`config.mk`:
```
export PLATFORM = sky130hd
export DESIGN_NAME = program_loader
export DESIGN_NICKNAME = d
export VERILOG_FILES = /design/src/rtl/program_loader.sv
export SDC_FILE = /design/constraint.sdc
export NUM_CORES = 1
export LEC_CHECK = 0
export BUFFER_PORTS_ARGS = -buffer_cell sky130_fd_sc_hd__buf_2
export CAP_MARGIN = 40
export CORE_UTILIZATION = 51
export CTS_CLUSTER_DIAMETER = 40
export DETAILED_ROUTE_END_ITERATION = 8
export PLACE_DENSITY = 0.73
export RECOVER_POWER = 25
export SYNTH_ARGS = -nofsm -noshare
export SYNTH_HDL_FRONTEND = slang
export SYNTH_SLANG_ARGS = --single-unit
```
`constraint.sdc`:
```
create_clock -name clk -period 2.15 [get_ports clk]
set_input_delay 0.1075 -clock clk [delete_from_list [all_inputs] [get_ports clk]]
set_output_delay 0.1075 -clock clk [all_outputs]
set_load 0.02 [all_outputs]
```
`src/rtl/program_loader.sv`:
```
// ============================================================================
//  Module   : program_loader
//  Function : Framed byte-stream loader for the MIPS instruction RAM; holds the
//             core in reset until a checksum-valid image has been written.
//  Revision : 1.0 - initial release
// ============================================================================
`default_nettype none

module program_loader #(
   parameter int                     MEMORY_DEPTH = 1024,
   parameter int                     DATA_WIDTH   = 32,
   parameter logic [DATA_WIDTH-1:0]  BASE_ADDRESS = 32'h0040_0000
) (
   input  logic                  clk,
   input  logic                  reset,
   input  logic                  Start,
   input  logic [7:0]            ByteIn,
   input  logic                  ByteValid,
   output logic                  ByteReady,
   output logic                  MemWrite,
   output logic [DATA_WIDTH-1:0] WriteAddress,
   output logic [DATA_WIDTH-1:0] WriteData,
   output logic                  Busy,
   output logic                  Done,
   output logic                  Error,
   output logic                  CpuHold
);

   localparam int IDX_W = $clog2(MEMORY_DEPTH) + 1;

   typedef enum logic [2:0] {
      S_IDLE   = 3'd0,
      S_LEN_LO = 3'd1,
      S_LEN_HI = 3'd2,
      S_DATA   = 3'd3,
      S_WRITE  = 3'd4,
      S_CHECK  = 3'd5,
      S_DONE   = 3'd6,
      S_ERROR  = 3'd7
   } state_t;

   state_t                  state;
   logic [15:0]             len;
   logic [IDX_W-1:0]        index;
   logic [1:0]              byte_cnt;
   logic [DATA_WIDTH-1:0]   word;
   logic [7:0]              xor_acc;

   logic                    accept;
   logic [15:0]             len_full;
   logic [7:0]              xor_next;
   logic [IDX_W-1:0]        next_index;
   logic                    last_word;
   logic                    len_bad;
   logic [DATA_WIDTH-1:0]   assembled;

   assign accept     = ByteValid && ByteReady;
   assign len_full   = {ByteIn, len[7:0]};
   assign xor_next   = xor_acc ^ ByteIn;
   assign next_index = index + 1'b1;
   assign last_word  = (16'(next_index) == len);
   assign len_bad    = (len_full == 16'd0) || (32'(len_full) > MEMORY_DEPTH);

   // Word as it will look once the current byte lands in its lane.
   always_comb begin
      assembled = word;
      assembled[{byte_cnt, 3'b000} +: 8] = ByteIn;
   end

   always_ff @(posedge clk) begin
      if (reset) begin
         state        <= S_IDLE;
         len          <= '0;
         index        <= '0;
         byte_cnt     <= '0;
         word         <= '0;
         xor_acc      <= '0;
         ByteReady    <= 1'b0;
         MemWrite     <= 1'b0;
         WriteAddress <= BASE_ADDRESS;
         WriteData    <= '0;
         Busy         <= 1'b0;
         Done         <= 1'b0;
         Error        <= 1'b0;
         CpuHold      <= 1'b1;
      end else begin
         MemWrite <= 1'b0;
         case (state)
            S_IDLE, S_DONE, S_ERROR: begin
               if (Start) begin
                  state     <= S_LEN_LO;
                  index     <= '0;
                  byte_cnt  <= '0;
                  xor_acc   <= '0;
                  Done      <= 1'b0;
                  Error     <= 1'b0;
                  CpuHold   <= 1'b1;
                  Busy      <= 1'b1;
                  ByteReady <= 1'b1;
               end
            end
            S_LEN_LO: begin
               if (accept) begin
                  len[7:0] <= ByteIn;
                  xor_acc  <= xor_next;
                  state    <= S_LEN_HI;
               end
            end
            S_LEN_HI: begin
               if (accept) begin
                  len     <= len_full;
                  xor_acc <= xor_next;
                  if (len_bad) begin
                     state     <= S_ERROR;
                     ByteReady <= 1'b0;
                     Busy      <= 1'b0;
                     Error     <= 1'b1;
                  end else begin
                     state <= S_DATA;
                  end
               end
            end
            S_DATA: begin
               if (accept) begin
                  word     <= assembled;
                  xor_acc  <= xor_next;
                  byte_cnt <= byte_cnt + 2'd1;
                  if (byte_cnt == 2'd3) begin
                     // Write strobe is raised for the single WRITE cycle.
                     state        <= S_WRITE;
                     ByteReady    <= 1'b0;
                     MemWrite     <= 1'b1;
                     WriteAddress <= BASE_ADDRESS + (DATA_WIDTH'(index) << 2);
                     WriteData    <= assembled;
                  end
               end
            end
            S_WRITE: begin
               index     <= next_index;
               ByteReady <= 1'b1;
               state     <= last_word ? S_CHECK : S_DATA;
            end
            S_CHECK: begin
               if (accept) begin
                  xor_acc   <= xor_next;
                  ByteReady <= 1'b0;
                  Busy      <= 1'b0;
                  if (xor_next == 8'h00) begin
                     state   <= S_DONE;
                     Done    <= 1'b1;
                     CpuHold <= 1'b0;
                  end else begin
                     state   <= S_ERROR;
                     Error   <= 1'b1;
                     CpuHold <= 1'b1;
                  end
               end
            end
            default: state <= S_IDLE;
         endcase
      end
   end

endmodule

`default_nettype wire

```
==> results of run 1 <==
[area by class of cell]
type,count,area (um2)
fill,930,3800
tap,136,170
clock inverter,11,123
clock buffer,21,449
sequential,121,2430
multi-input combinational,496,2900
inverter,7,26.3
timing repair buffer,97,567
[worst reg2reg max path: cells and delay by family (launching register included)]
kind / cells / cell delay, ns
AND/OR/NAND/NOR: 4 / 1.43
flip-flops: 1 / 0.31
AO/OA/AOI/OAI: 1 / 0.24
[logic make-up (layout without fill, tap and decap cells)]
logic type | count (synthesis) | in the layout
AND/OR/NAND/NOR | 252 | 252
XOR/XNOR | 25 | 25
buffers and inverters | 79 | 136
other | 2 | 21
adder cells (fa/ha/maj) | 7 | 7
AO/OA/AOI/OAI | 173 | 173
multiplexers | 18 | 18
flip-flops | 121 | 121
[cells in the final DEF, fill, tap and decap left out, drive strengths merged, types with 4 or more instances in the layout]
| cell | instances |
|---|---|
| nand3 | 11 |
| o21ai | 22 |
| inv | 7 |
| ha | 7 |
| nor3 | 15 |
| nor2 | 118 |
| nor4 | 4 |
| nand3b | 12 |
| xnor2 | 18 |
| dlygate4sd3 | 4 |
| nand4 | 4 |
| a211oi | 66 |
| clkinv | 5 |
| nand2 | 40 |
| clkbuf | 63 |
| clkinvlp | 4 |
| mux2i | 18 |
| xor2 | 7 |
| nor2b | 33 |
| a21oi | 70 |
| buf | 51 |
| dfxtp | 121 |
| conb | 21 |
[sequential cells by signal, summed over array words and instances, names as in the netlist]
name	flops
CpuHold	1
WriteData	32
Error	1
byte_cnt	2
WriteAddress	11
state	3
word	32
xor_acc	8
ByteReady	1
MemWrite	1
Done	1
len	16
Busy	1
index	11
[worst paths after layout]
check | end | depth (start not counted) | startpoint | slack, ns
max | state[1] | 5 | len[15] | 0.07
min | xor_acc[3] | 3 | ByteIn[3] | 0.03
max reg2reg | state[1] | 5 | len[15] | 0.07
min reg2reg | WriteAddress[12] | 2 | WriteAddress[12] | 0.46
[per-layer routing]
layer  GRT usage [%]  vias up  wire length [um]
li1                -     2452                 -
met1            32.1     2315              6270
met2            43.5      152              6800
met3            6.32       18               713
met4            9.49        0               207
met5               0        -                 0
[through the flow]
stage | std cells | utilization (%) | cell area, um2 | setup TNS, ns | setup slack [ns]
global placement | 852 | 57.8 | 6040 | 0 | 0.0259
CTS | 889 | 63.8 | 6680 | 0 | 0.0234
floorplan | 696 | - | 5650 | 0 | 0.0459
finish | 889 | 63.7 | 6660 | 0 | 0.0675
global route | 889 | 63.7 | 6660 | -0.0277 | -0.0277
detailed placement | 853 | 57.8 | 6050 | -0.110 | -0.0924
[power by group through the flow]
stage / sequential, mW / clock [mW] / combinational, mW
6_report: 2.34 / 2.73 / 0.537
5_1_grt: 2.35 / 2.87 / 0.591
4_1_cts: 2.34 / 2.77 / 0.531
3_5_place_dp: 2.39 / 0 / 0.522
3_3_place_gp: 2.38 / 0 / 0.503
2_1_floorplan: 2.38 / 0 / 0.401
[repair_timing]
action,in CTS,in global routing
setup endpoints to repair,2,27
pin swaps,0,1
hold buffers,4,0
hold endpoints to repair,4,0
resized for setup,4,11
==> out/qor.txt, run 1 <==
die footprint - 11400 um2
switching part of the total - 25.3%
largest family of logic cells by synthesized area - simple AND/OR/NAND/NOR gates
number of DRC markers in iteration 0 - 316
I/O Pins - 82
final net count - 759
power density over the cells - 842 nW/um2
maximum number of pins on one net before global-route repair - 69
CP arrival - 2.49 ns
fraction of synthesized area in multiplexers - 3.23%
first-pass GRT wire length - 22900 um
Synth Instances - 677
Cell variety after synth - 48
DR DRC count - 0
Pre-Repair DR Iteration Count - 5
worst-skew pair later-pin latency - 0.52 ns
Yosys warnings - 0
TritonCTS clock tree - done
worst-path maximum fanout - 2
#FFs+latches synth - 121
Startpoint Class - register
CTS Root Cell - clkbuf_8
RSZ-0062 raised after global routing - true
leak pwr - 2.35 nW
most common library cells after synthesis - dfxtp_1 (121), nor2_1 (118), a21oi_1 (70)
Pwr Total - 5.61 mW
Clock power frac - 48.7%
final setup vio count - 0
FP Rows - 37
worst min path class - in -> reg
I/O Buffers - 60
CTS Buf Count - 17
vias in the first global route - 4739
sequential area share after synthesis - 43.4%
Slew Viols, Final - 0
slowest stage cell, crit path - or4b_4
GP Congestion - 0.902
core area - 10500 um2
worst-path cell chain - or4_1 > nor4_2 > nand2_1 > or4b_4 > a22o_2
GRT overflow - 0
Seq pwr share - 41.7%
mapped cell area - 5580 um2
relative slew slack - 60.8%
antenna violations before repair - 0
worst-case vdd ir drop - 645 uV
Crit Path Class - reg -> reg
chip height - 107 um
CTS Sinks - 121
Post-Synth Adder-Cell Area - 1.57%
synthesis-to-finish area growth - 19.3%
clk_skew - 0.0106 ns
Final ANT Viol Nets - 0
n_diodes - 0
ys flop type - dfxtp_1
Final period util - 96.9%
Synth Area in Simple Gates - 21.4%
HPWL Detailed - 9130 um
CP Buf/Inv Count - 0
Initial Utilization - 53.4%
XOR/XNOR Fraction of Synth Area - 3.92%
internal power - 4.19 mW
Async S/R FF share, synth - 0%
DR vias/cell - 5.55
WL/cell - 15.7 um
delay-heaviest family, CP - simple AND/OR/NAND/NOR gates
fmax - 0.480 GHz
via count - 4937
post-CTS setup buffer count - 0
Total Wirelength - 14000 um
number of synthesized flops with an enable pin - 0
Hold Vio Cnt, Final - 0
status - finished, final reports clean
net switching power figure - 1.42 mW
Die W - 107 um
Comb power frac - 9.6%
WHS - 0.0295 ns
Least-Margin Pin Slew - 0.588 ns
share of layout cells above drive strength 1 - 13.5%
Tmin final - 2.08 ns
clock transition at the registers of the reported paths - 0.06 ns
Worst path max stage delay - 0.54 ns
Synth Area in Compound Gates - 19.4%
largest cells by area after synthesis - dfxtp_1 (43%), a211oi_1 (8.7%), nor2_1 (7.9%), a21oi_1 (6.3%), nor2b_1 (3.7%)
Worst setup EP type - register
Worst EP required - 2.56 ns
Bufs on Longest Clock Path - 2
cell taking the most area after synthesis - dfxtp_1
Max-cap violations - 0
all-layer global routing usage - 25.9%
most common cell in the netlist - dfxtp_1
H-tree levels - 4
post-synthesis average cell area - 8.25 um2
Synth top area share - 43.4%
Note: power is estimated with default switching activity, not from simulation.
==> inputs of run 2 (changes only) <==
- CELL_PAD_IN_SITES_DETAIL_PLACEMENT: default -> 0
- CELL_PAD_IN_SITES_GLOBAL_PLACEMENT: default -> 1
- CORE_MARGIN: default -> 3
- CORE_UTILIZATION: 51 -> 38
==> out/qor.txt, run 2 (synthesized netlist as in run 1, its figures left out) <==
Final ANT Viol Nets - 0
Least-Margin Pin Slew - 0.663 ns
FF-to-FF path depth - 5
clk_skew - 0.00769 ns
Startpoint Class - register
CP arrival - 2.36 ns
core area - 14100 um2
Total Wirelength - 14400 um
H-tree levels - 4
Register Area - 2430 um2
Critical R2R Capture - state[1]
GP Congestion - 0.838
fmax - 0.487 GHz
antenna violations before repair - 0
leak pwr - 2.40 nW
post-CTS setup buffer count - 0
commonest non-fill, non-tap cell in the layout - dfxtp_1
Worst path max stage delay - 0.53 ns
chip height - 127 um
Final Core Density - 47.6%
delay-heaviest family, CP - simple AND/OR/NAND/NOR gates
Hold Vio Cnt, Final - 0
power density over the cells - 847 nW/um2
WL/cell - 15.4 um
final setup margin - 0.0979 ns
Reg-to-Reg Start - len[11]
Final period util - 95.4%
hold depth - 3
n_diodes - 0
via count - 4835
worst-skew pair later-pin latency - 0.41 ns
relative slew slack - 55.5%
I/O Buffers - 60
TritonCTS clock tree - done
final setup vio count - 0
DR DRC count - 0
CTS Buf Count - 17
Slew Viols, Final - 0
Hold-fix buffers, CTS - 0
WHS - 0.119 ns
all-layer global routing usage - 18.2%
Worst EP required - 2.46 ns
status - finished, final reports clean
hold path endpoint - xor_acc[6]
Die W - 127 um
GRT overflow - 0
worst-path cell chain - or4_1 > nor4_2 > nand2_1 > or4b_4 > a22o_2
CTS Sinks - 121
number of DRC markers in iteration 0 - 410
RSZ-0062 raised after global routing - false
FP Rows - 43
first-pass GRT wire length - 23500 um
maximum number of pins on one net before global-route repair - 69
CTS Root Cell - clkbuf_16
Fillers - 1402
min-delay src - ByteIn[6]
worst-case vdd ir drop - 622 uV
Worst R2R Setup Slack - 0.1 ns
I/O Pins - 82
Initial Utilization - 39.5%
slowest stage cell, crit path - or4b_4
CP Buf/Inv Count - 0
Crit Path Class - reg -> reg
final net count - 764
vias in the first global route - 4590
multi-input logic area - 2890 um2
Tmin final - 2.05 ns
clock transition at the registers of the reported paths - 0.05 ns
synthesis-to-finish area growth - 20.7%
Bufs on Longest Clock Path - 2
worst-path maximum fanout - 2
die footprint - 16200 um2
worst min path class - in -> reg
top flop regs - WriteData (32), word (32), len (16)
Max-cap violations - 0
DR vias/cell - 5.16
post-place setup slack - -0.00973 ns
Worst setup EP type - register
Pre-Repair DR Iteration Count - 4
share of layout cells above drive strength 1 - 13.7%
HPWL Detailed - 9890 um
Pwr Total - 5.71 mW
most frequent cells in the layout - dfxtp_1 (118), nor2_1 (117), a21oi_1 (70)
run 2: changes by cell type in the layout (fill, tap and decap cells not counted), sizes merged:
cell,previous run,this run
bufinv,2,3
dlygate4sd3,4,0
clkinv,5,7
clkinvlp,4,0
buf,51,60
run 2: worst max path at each step:
stage                     startpoint        to  cells after the start
after floorplan             index[0]  state[1]                      7
after global placement      index[0]  state[1]                      7
after detailed placement    index[0]  state[1]                      7
after CTS                   index[0]  state[1]                      7
after global routing         len[11]  state[1]                      5
final                        len[11]  state[1]                      5
run 2: layout make-up:
class                           instances  share of cell area [%]
Tap cell                              180                    3.34
Multi-Input combinational cell        496                    42.8
Inverter                                7                   0.390
Sequential cell                       121                    36.0
Timing Repair Buffer                  102                    8.76
Clock inverter                         10                    1.86
Clock buffer                           21                    6.83
run 2: stage by stage:
stage	cell area [um2]	instances	TNS, ns
after floorplan	5650	696	0
after global placement	6170	906	0
after detailed placement	6170	906	-0.00973
after CTS	6760	937	0
after global routing	6740	937	0
final	6740	937	0
run 2: power by group:
| group | switching, mW | leakage, nW | total [mW] | internal (mW) |
|---|---|---|---|---|
| Clock | 0.965 | 0.296 | 2.82 | 1.86 |
| Combinational | 0.355 | 1.13 | 0.548 | 0.193 |
| Sequential | 0.0467 | 0.977 | 2.34 | 2.29 |
run 2: tightest hold or removal path: cells and delay by family:
family                 cells  cell delay (ns)
buffers and inverters      1             0.20
AOI/OAI and AO/OA          1             0.06
and+or+nand+nor            1             0.12
run 2: per-layer routing:
| metal | GRT usage, % | share of wire [%] | vias to the layer above |
|---|---|---|---|
| met5 | 0 | 0 | - |
| met3 | 4.22 | 4.8 | 15 |
| li1 | - | - | 2456 |
| met2 | 28.6 | 44 | 130 |
| met1 | 24.8 | 50 | 2234 |
| met4 | 6.25 | 1.3 | 0 |
run 2: timing repair:
item	4_1_cts	5_1_grt
resized for setup	1	7
setup endpoints to repair	1	16
pin swaps	0	1
